$ cat src/rtl/sudoku_ctrl_pkg.sv
// Shared types for the sudoku solve controller.
//   solve_status_e : result code returned to the host with each response
//   ctrl_state_e   : one-hot controller state encoding
//   CNT_W_DEF      : default width of the timeout value and the cycle counter
package sudoku_ctrl_pkg;

  localparam int CNT_W_DEF = 32;

  typedef enum logic [1:0] {
    STATUS_SUCCESS = 2'd0,
    STATUS_FAILURE = 2'd1,
    STATUS_TIMEOUT = 2'd2,
    STATUS_ABORTED = 2'd3
  } solve_status_e;

  // One-hot, matching the state style used inside the grid core.
  typedef enum logic [5:0] {
    ST_INIT    = 6'b000001,
    ST_IDLE    = 6'b000010,
    ST_CLEAR   = 6'b000100,
    ST_ARM     = 6'b001000,
    ST_RUN     = 6'b010000,
    ST_RESPOND = 6'b100000
  } ctrl_state_e;

endpackage

$ cat src/rtl/grid_solve_ctrl_sat_counter.sv
// Saturating up-counter.
//   clock  : clock, all logic on posedge
//   reset  : asynchronous active-low reset, count returns to 0
//   clear  : synchronous clear to 0 (wins over enable)
//   enable : increment by one, holding at all-ones once reached
//   count  : current count
module sat_counter #(
  parameter int W = 32
) (
  input  logic         clock,
  input  logic         reset,
  input  logic         clear,
  input  logic         enable,
  output logic [W-1:0] count
);

  logic [W-1:0] count_q;
  logic [W-1:0] count_d;

  always_comb begin
    count_d = count_q;
    if (clear) begin
      count_d = '0;
    end else if (enable && (count_q != '1)) begin
      count_d = count_q + W'(1);
    end
  end

  always_ff @(posedge clock or negedge reset) begin
    if (!reset) begin
      count_q <= '0;
    end else begin
      count_q <= count_d;
    end
  end

  assign count = count_q;

endmodule

$ cat src/rtl/grid_solve_ctrl.sv
// Sequences one solve of the sudoku grid core per host request.
// A request is accepted in IDLE, the grid is held in reset for CLEAR_CYCLES
// cycles, given a one-cycle start pulse, then watched in RUN until it
// finishes, the host aborts, or the optional watchdog expires. The result is
// held in RESPOND until the host takes it.
//   clock        : single clock, posedge
//   reset        : asynchronous active-low reset
//   req_valid/req_ready/req_timeout : solve request (timeout 0 = no limit)
//   abort        : cancel a solve in CLEAR, ARM or RUN
//   rsp_valid/rsp_ready/rsp_status/rsp_cycles : result handshake
//   grid_reset   : synchronous active-high reset to the grid core
//   grid_start   : one-cycle start pulse to the grid core
//   grid_done    : grid core finished (level)
//   grid_success : grid core solved, meaningful while grid_done=1
module grid_solve_ctrl
  import sudoku_ctrl_pkg::*;
#(
  parameter int CNT_W        = CNT_W_DEF,
  parameter int CLEAR_CYCLES = 2
) (
  input  logic             clock,
  input  logic             reset,
  input  logic             req_valid,
  output logic             req_ready,
  input  logic [CNT_W-1:0] req_timeout,
  input  logic             abort,
  output logic             rsp_valid,
  input  logic             rsp_ready,
  output logic [1:0]       rsp_status,
  output logic [CNT_W-1:0] rsp_cycles,
  output logic             grid_reset,
  output logic             grid_start,
  input  logic             grid_done,
  input  logic             grid_success
);

  // The CLEAR down-counter runs from CLEAR_CYCLES-1 to 0, so it only needs
  // enough bits to hold CLEAR_CYCLES-1.
  localparam int CLR_W = (CLEAR_CYCLES > 1) ? $clog2(CLEAR_CYCLES) : 1;
  localparam logic [CLR_W-1:0] CLR_LOAD = CLR_W'(CLEAR_CYCLES - 1);

  ctrl_state_e       state_q, state_d;
  logic [CNT_W-1:0]  timeout_q, timeout_d;
  logic [CLR_W-1:0]  clear_cnt_q, clear_cnt_d;
  solve_status_e     status_q, status_d;
  logic [CNT_W-1:0]  cycles_q, cycles_d;

  logic              run_clear;
  logic              run_enable;
  logic [CNT_W-1:0]  run_count;
  logic [CNT_W-1:0]  run_inc;
  logic              timeout_hit;

  // RUN cycle counter; cleared when a request is accepted.
  sat_counter #(
    .W (CNT_W)
  ) u_run_cnt (
    .clock  (clock),
    .reset  (reset),
    .clear  (run_clear),
    .enable (run_enable),
    .count  (run_count)
  );

  assign run_enable = (state_q == ST_RUN);

  // run_count holds completed RUN cycles, so the cycle being evaluated now is
  // run_count+1 (saturating). That is both the reported count on exit and the
  // value the watchdog limit is compared against.
  assign run_inc     = (run_count == '1) ? run_count : run_count + CNT_W'(1);
  assign timeout_hit = (timeout_q != '0) && (run_inc == timeout_q);

  always_comb begin
    state_d     = state_q;
    timeout_d   = timeout_q;
    clear_cnt_d = clear_cnt_q;
    status_d    = status_q;
    cycles_d    = cycles_q;
    run_clear   = 1'b0;

    unique case (state_q)
      ST_INIT: begin
        state_d = ST_IDLE;
      end

      ST_IDLE: begin
        if (req_valid) begin
          timeout_d   = req_timeout;
          clear_cnt_d = CLR_LOAD;
          run_clear   = 1'b1;
          state_d     = ST_CLEAR;
        end
      end

      ST_CLEAR: begin
        if (abort) begin
          status_d = STATUS_ABORTED;
          cycles_d = '0;
          state_d  = ST_RESPOND;
        end else if (clear_cnt_q == '0) begin
          state_d = ST_ARM;
        end else begin
          clear_cnt_d = clear_cnt_q - CLR_W'(1);
        end
      end

      ST_ARM: begin
        if (abort) begin
          status_d = STATUS_ABORTED;
          cycles_d = '0;
          state_d  = ST_RESPOND;
        end else begin
          state_d = ST_RUN;
        end
      end

      ST_RUN: begin
        // Priority order matters: a finish on the same cycle as the watchdog
        // limit reports the grid's verdict rather than TIMEOUT.
        if (abort) begin
          status_d = STATUS_ABORTED;
          cycles_d = run_inc;
          state_d  = ST_RESPOND;
        end else if (grid_done) begin
          status_d = grid_success ? STATUS_SUCCESS : STATUS_FAILURE;
          cycles_d = run_inc;
          state_d  = ST_RESPOND;
        end else if (timeout_hit) begin
          status_d = STATUS_TIMEOUT;
          cycles_d = run_inc;
          state_d  = ST_RESPOND;
        end
      end

      ST_RESPOND: begin
        // The grid is left alone here; its done level persists until the
        // next CLEAR.
        if (rsp_ready) begin
          state_d = ST_IDLE;
        end
      end

      default: begin
        state_d = ST_INIT;
      end
    endcase
  end

  always_ff @(posedge clock or negedge reset) begin
    if (!reset) begin
      state_q     <= ST_INIT;
      timeout_q   <= '0;
      clear_cnt_q <= '0;
      status_q    <= STATUS_SUCCESS;
      cycles_q    <= '0;
    end else begin
      state_q     <= state_d;
      timeout_q   <= timeout_d;
      clear_cnt_q <= clear_cnt_d;
      status_q    <= status_d;
      cycles_q    <= cycles_d;
    end
  end

  // All handshake and grid outputs decode from the state register only.
  assign req_ready  = (state_q == ST_IDLE);
  assign rsp_valid  = (state_q == ST_RESPOND);
  assign grid_reset = (state_q == ST_INIT) || (state_q == ST_CLEAR);
  assign grid_start = (state_q == ST_ARM);
  assign rsp_status = status_q;
  assign rsp_cycles = cycles_q;

endmodule
$ cat config.mk
export PLATFORM = sky130hd
export DESIGN_NAME = grid_solve_ctrl
export DESIGN_NICKNAME = d
export VERILOG_FILES = /design/src/rtl/sudoku_ctrl_pkg.sv /design/src/rtl/grid_solve_ctrl_sat_counter.sv /design/src/rtl/grid_solve_ctrl.sv
export SDC_FILE = /design/constraint.sdc
export NUM_CORES = 1
export LEC_CHECK = 0
export BUFFER_PORTS_ARGS = -buffer_cell sky130_fd_sc_hd__buf_2
export CELL_PAD_IN_SITES_DETAIL_PLACEMENT = 1
export CELL_PAD_IN_SITES_GLOBAL_PLACEMENT = 1
export CORE_MARGIN = 2
export CORE_UTILIZATION = 40
export DETAILED_ROUTE_END_ITERATION = 16
export PLACE_DENSITY_LB_ADDON = 0.08
export SLEW_MARGIN = 20
export SYNTH_ARGS = -nofsm -noshare
export SYNTH_HDL_FRONTEND = slang
export SYNTH_HIERARCHICAL = 1
export SYNTH_SLANG_ARGS = --single-unit
$ cat constraint.sdc
create_clock -name clock -period 7 [get_ports clock]
set_input_delay 0.7 -clock clock [delete_from_list [all_inputs] [get_ports clock]]
set_output_delay 0.7 -clock clock [all_outputs]
set_load 0.02 [all_outputs]
==> results of run 1 <==
[metrics by stage]
| step | total power (W) | std cells | util [%] | setup slack, ps |
|---|---|---|---|---|
| global route | 0.002666 | 1237 | 45.34 | 1223 |
| global placement | 0.001968 | 1221 | 43.70 | 1638 |
| CTS | 0.002521 | 1237 | 45.34 | 1595 |
| floorplan | 0.001603 | 933 | - | 3171 |
| detailed placement | 0.001978 | 1221 | 43.74 | 1671 |
| finish | 0.002519 | 1237 | 45.34 | 1467 |
[synth_stat cells, drive strengths merged (12+ instances only)]
library cell	instances
nand4	38
a22o	28
o21ai	34
dfrtp	104
a21oi	27
nand3	51
nor4	34
xnor2	36
a211oi	12
nand2	147
clkbuf	30
nand2b	14
a31oi	12
nor2b	17
buf	27
xor2	21
nor2	70
nor3	29
inv	20
and3	18
[cell usage in the layout (no fill, tap or decap), drive strengths merged, types with 5 or more instances in the layout]
cell type and n:
and2 9, a21o 10, nor3 29, nor2b 17, xor2 21, a21oi 27
and3 18, nand3 51, o31ai 6, mux2 8, or4 11, a211oi 12
xnor2 36, nand2 147, o22ai 6, o21a 5, mux2i 8, o211ai 6
nor4 34, buf 85, a31oi 12, and4 6, nand3b 6, nand4 38
or3 11, o21ai 34, a22o 28, nor2 70, inv 23, clkbuf 11
dfrtp 104, nand2b 14
[final cells by class]
cell class                 count  area (µm²)
timing repair buffer          85       450.4
sequential                   105        2629
multi-input combinational    748        4772
fill                        2345       10330
inverter                      23       86.33
clock buffer                  11       242.7
tap                          260       325.3
clock inverter                 5       61.31
[worst register-to-register path: stages (launching register included)]
cell and delay (ps):
dfrtp_1 710, ha_1 540, nand4_4 380, nor4_1 1010
nand4_1 390, mux2i_1 250, a2111o_1 300, a2111oi_0 370
nand4_1 200, or4_4 510, o21ai_4 560, a22o_1 250
[final timing paths]
kind,start,endpoint,slack (ps),cells past startpoint
worst min register to register,clear_cnt_q,state_q[3],420,1
worst min-delay path,reset,state_q[5],380,1
max in group asynchronous,reset,u_run_cnt/count[13],5460,2
min in group clock,clear_cnt_q,state_q[3],420,1
worst max-delay path,u_run_cnt/count[0],rsp_cycles[1],1470,11
worst max register to register,u_run_cnt/count[0],rsp_cycles[1],1470,11
[cell families (layout without fill, tap and decap cells)]
kind of cell,count (synthesis),count (layout),share of synthesized area (%)
DFF,105,105,33.87
muxes,16,16,2.241
xor gates and xnor gates,58,58,6.819
buffers and inverters,80,124,4.788
adders and majority gates,2,2,0.3224
AOI/OAI and AO/OA,190,190,17.85
and+or+nand+nor,482,482,34.11
[state kept, by name, indices dropped and copies added (netlist names)]
signal / flops
u_run_cnt/count: 32
state_q: 6
rsp_status: 2
rsp_cycles: 32
clear_cnt_q: 1
timeout_q: 32
[per-layer routing]
| layer | routed length [µm] | track usage, % |
|---|---|---|
| met2 | 12330 | 41.75 |
| met4 | 937 | 9.752 |
| met3 | 1910 | 4.898 |
| met1 | 13670 | 42.28 |
| met5 | 0 | 0 |
[power by group through the flow]
stage	combinational (W)	clock (W)	sequential (W)
finish	0.000905	0.000530	0.00108
global route	0.000996	0.000567	0.00110
CTS	0.000898	0.000548	0.00108
detailed placement	0.000893	0	0.00109
global placement	0.000881	0	0.00109
floorplan	0.000690	0	0.000914
==> results.toml, run 1 <==
[sta]
setup_viol = 0
rsz0062_at_grt = "false"
drv_slew = 0
period_needed_ps = 5533
hold_viol = 0
setup_tns_ps = 0
whs_ps = 375.7
fmax_ghz = 0.1807
max_slew_margin_pct = 21.52
worst_pin_slew_ps = 1166
skew_ps = 9.121
period_share_pct = 79.05

[routing]
drtPass1Iterations = 7
wl_per_cell_um = 23.32
route.detailed.drc = 0
dr_total_vias = 7611
antenna_left = 0
first_iter_violations = 566
viasPerCell = 6.153
totalWireLength_mm = 28.85

[run]
cap_viol_max_count = 0

[die]
start_util_pct = 41.08
dieHeight_um = 143.3
core-area_mm2 = 0.01889
dieWidth_um = 143.3
dieArea_mm2 = 0.02053
fp-row-count = 50
io_pins = 77

[grt]
grt_pass1_wl_mm = 44.35
gr-total-overflow = 0
grt.total_usage_pct = 28.49
antenna_found_initial = 0
grt_pass1_vias = 7417
grt_max_degree = 55

[critical_path]
cpMaxStageDelayCell = "nor4_1"
crit_buf_inv = 0
cpPeakStageDelay_ps = 1010
cp-start-kind = "register"
critPathKind = "register to register"
critPathArrivalTime_ps = 5830
cp.required_ps = 7290
path_cells = "ha_1, nand4_4, nor4_1, nand4_1, mux2i_1, a2111o_1, a2111oi_0, nand4_1, or4_4, o21ai_4, a22o_1"
path_max_fanout = 26
cp-end-kind = "register"
crit_family = "simple AND/OR/NAND/NOR gates"
crit_top_cell = "nand4_1"

[logic_synthesis]
ys_seq_elements = 105
synth.distinct_cells = 94
synth_top_cell_by_area = "dfrtp_1"
yosys_most_used_dff = "dfrtp_1"
yosysWarnings = 6
async_reset_ff_share_pct = 100.0
synth-edff-count = 0
syn_area_mm2 = 0.007761
synth_top_cell_area_share_pct = 33.53
synth_area_per_cell_um2 = 8.319
yosys-top-cells-area = "dfrtp_1 34%, nand2_1 7.1%, xnor2_1 3.9%"
synthCells = 933
syn-num-nets = 974
yosysSeqAreaShare_pct = 33.87

[clocking]
cts_setup_buffers = 0
cts_tree = "built"
clock_path_buffers = 2
cts-root-buf = "clkbuf_16"
cts_buffers = 9
clock_sinks = 105
cts.repair.resized = 0
cts_hold_buffers = 0
clk_latency_ps = 360
clk_pin_slew_worst_paths_ps = 80
htreeDepth = 3

[power]
p_clk_share_pct = 21.1
p_seq_share_pct = 43.0
power_leakage_nw = 3.720
p_per_area_mw_per_mm2 = 294.1
combPwrFrac_pct = 35.9
swShare_pct = 43.71
irDropWorstVdd_uv = 134.7
p_switching_w = 0.001101
p_int_w = 0.001418

[placement]
numPortBuffers = 76
placed_area_mm2 = 0.008263
gp_congestion = 0.9925
hpwl_mm = 21.88

[layout]
nNetsFinal = 1013
drive_above_1_share_pct = 14.94
area_growth_pct = 10.38
postLayoutCellArea_mm2 = 0.008567
diodes = 0

[worst_hold_path]
hold_path_class = "input pin to asynchronous set/reset pin"

[run_status]
status = "complete, no violations"
Note: power is estimated with default switching activity, not from simulation.
==> run 2, diff against run 1 <==
- clock period: 7 -> 5.5 ns (I/O delays scaled with it)
==> run 2 against run 1 <==
Count of clock-buffer cells in the layout is 1 lower. Clock power is 21% higher. Worst hold slack got worse by 160 ps. Sequential share of layout area decreased by 0.50 points. Sequential power increased by 21%. Via count grew 2.0%. Sequential cell count is the same. Critical endpoint is now rsp_cycles[17]. Largest cell class unchanged.
==> results.toml, run 2 (synthesized netlist as in run 1, its figures left out) <==
[run_status]
status = "complete, no violations"

[critical_path]
cp.required_ps = 5740
cp-start-kind = "register"
critPathKind = "register to register"
worst-r2r-setup-slack_ps = 690
critPathArrivalTime_ps = 5050
crit-reg2reg-launch = "u_run_cnt/count[1]"
cp-end-kind = "register"
path_max_fanout = 16
timing.rr.end = "rsp_cycles[17]"
reg2reg_depth = 11

[grt]
grt_max_degree = 55
grt_pass1_wl_mm = 45.62
grt.total_usage_pct = 29.32
grt_pass1_vias = 7548
gr-total-overflow = 0
antenna_found_initial = 0

[power]
swShare_pct = 44.50
p_clk_share_pct = 20.0
power_leakage_nw = 3.817
irDropWorstVdd_uv = 150.3
combPwrFrac_pct = 39.3
p_seq_share_pct = 40.7
p_per_area_mw_per_mm2 = 369.4
p_int_w = 0.001786
p_switching_w = 0.001432

[layout]
drive_above_1_share_pct = 16.83
layout_common_cells = "146 x nand2_1, 104 x dfrtp_1, 75 x buf_2"
fill_cells = 2336
postLayoutCoreUtil_pct = 46.09
nNetsFinal = 1034
area_growth_pct = 12.20
mostFrequentLayoutCell = "nand2_1"
postLayoutCellArea_mm2 = 0.008708
diodes = 0

[placement]
hpwl_mm = 22.78
numPortBuffers = 76
gp_congestion = 1.093
post-place-ws_ps = 759.8
placed_area_mm2 = 0.008421

[sta]
period_share_pct = 87.46
hold_viol = 0
setup_tns_ps = 0
max_slew_margin_pct = 33.96
drv_slew = 0
fmax_ghz = 0.2079
worst_pin_slew_ps = 981.6
setup_viol = 0
period_needed_ps = 4810
rsz0062_at_grt = "false"
fin_ws_ps = 689.5
skew_ps = 7.118

[die]
dieHeight_um = 143.3
io_pins = 77
dieArea_mm2 = 0.02053
fp-row-count = 50
core-area_mm2 = 0.01889
start_util_pct = 41.08
dieWidth_um = 143.3

[clocking]
clk_latency_ps = 360
cts_buffers = 9
cts_hold_buffers = 0
cts.repair.resized = 0
clk_pin_slew_worst_paths_ps = 80
cts-root-buf = "clkbuf_16"
htreeDepth = 3
cts_tree = "built"
cts_setup_buffers = 0
clock_path_buffers = 2
clock_sinks = 105

[routing]
antenna_left = 0
drtPass1Iterations = 5
totalWireLength_mm = 29.60
viasPerCell = 6.172
dr_total_vias = 7764
first_iter_violations = 719
wl_per_cell_um = 23.53
route.detailed.drc = 0

[worst_hold_path]
hold_path_class = "input pin to asynchronous set/reset pin"

[run]
cap_viol_max_count = 0
run 2: cell types whose count changed in the layout (fill, tap and decap cells not counted), sizes merged:
cell and change:
inv +1, clkinvlp +2, buf +21, clkbuf -1, clkinv -1, bufinv -1
run 2: cell type report:
type	instances	area [µm²]	share of cell area (%)
Multi-Input combinational cell	748	4772	54.80
Sequential cell	105	2629	30.19
Timing Repair Buffer	106	608.1	6.983
Tap cell	260	325.3	3.736
Clock buffer	10	239.0	2.744
Inverter	23	86.33	0.9914
Clock inverter	6	48.80	0.5603
run 2: through the flow:
stage | hold WS [ps] | cells | total power (W)
floorplan | 254.4 | 933 | 0.002041
CTS | 239.2 | 1258 | 0.003208
finish | 212.0 | 1258 | 0.003217
global placement | 412.4 | 1242 | 0.002548
global route | 258.8 | 1258 | 0.003394
detailed placement | 417.6 | 1242 | 0.002552
run 2: worst max-delay path by stage:
stage,endpoint,startpoint,cells past startpoint
6_report,rsp_cycles[17],u_run_cnt/count[1],11
3_5_place_dp,rsp_cycles[17],u_run_cnt/count[1],11
4_1_cts,rsp_cycles[17],u_run_cnt/count[1],11
2_1_floorplan,rsp_cycles[17],u_run_cnt/count[0],14
3_3_place_gp,rsp_cycles[17],u_run_cnt/count[1],11
5_1_grt,rsp_cycles[28],u_run_cnt/count[1],12
run 2: power groups by stage:
stage,logic (W),registers (W),clock network [W]
5_1_grt,0.00138,0.00133,0.000690
6_report,0.00127,0.00131,0.000642
2_1_floorplan,0.000878,0.00116,0
4_1_cts,0.00125,0.00130,0.000663
3_3_place_gp,0.00124,0.00131,0
3_5_place_dp,0.00124,0.00131,0
run 2: routing by layer:
metal | track usage, % | share of wire [%] | wire length, µm
met1 | 41.86 | 46 | 13630
met4 | 11.20 | 3.4 | 1011
met5 | 0 | 0 | 0
met3 | 6.664 | 7.6 | 2257
met2 | 43.16 | 43 | 12700
run 2: critical path: stages (launching register included):
cell	delay, ps
dfrtp_1	620
ha_1	490
nand4_4	340
or4_1	820
or3_1	460
o32ai_2	170
o21ai_1	150
a2111oi_2	300
nand3b_1	120
or4_4	610
and3_1	200
or3_1	380
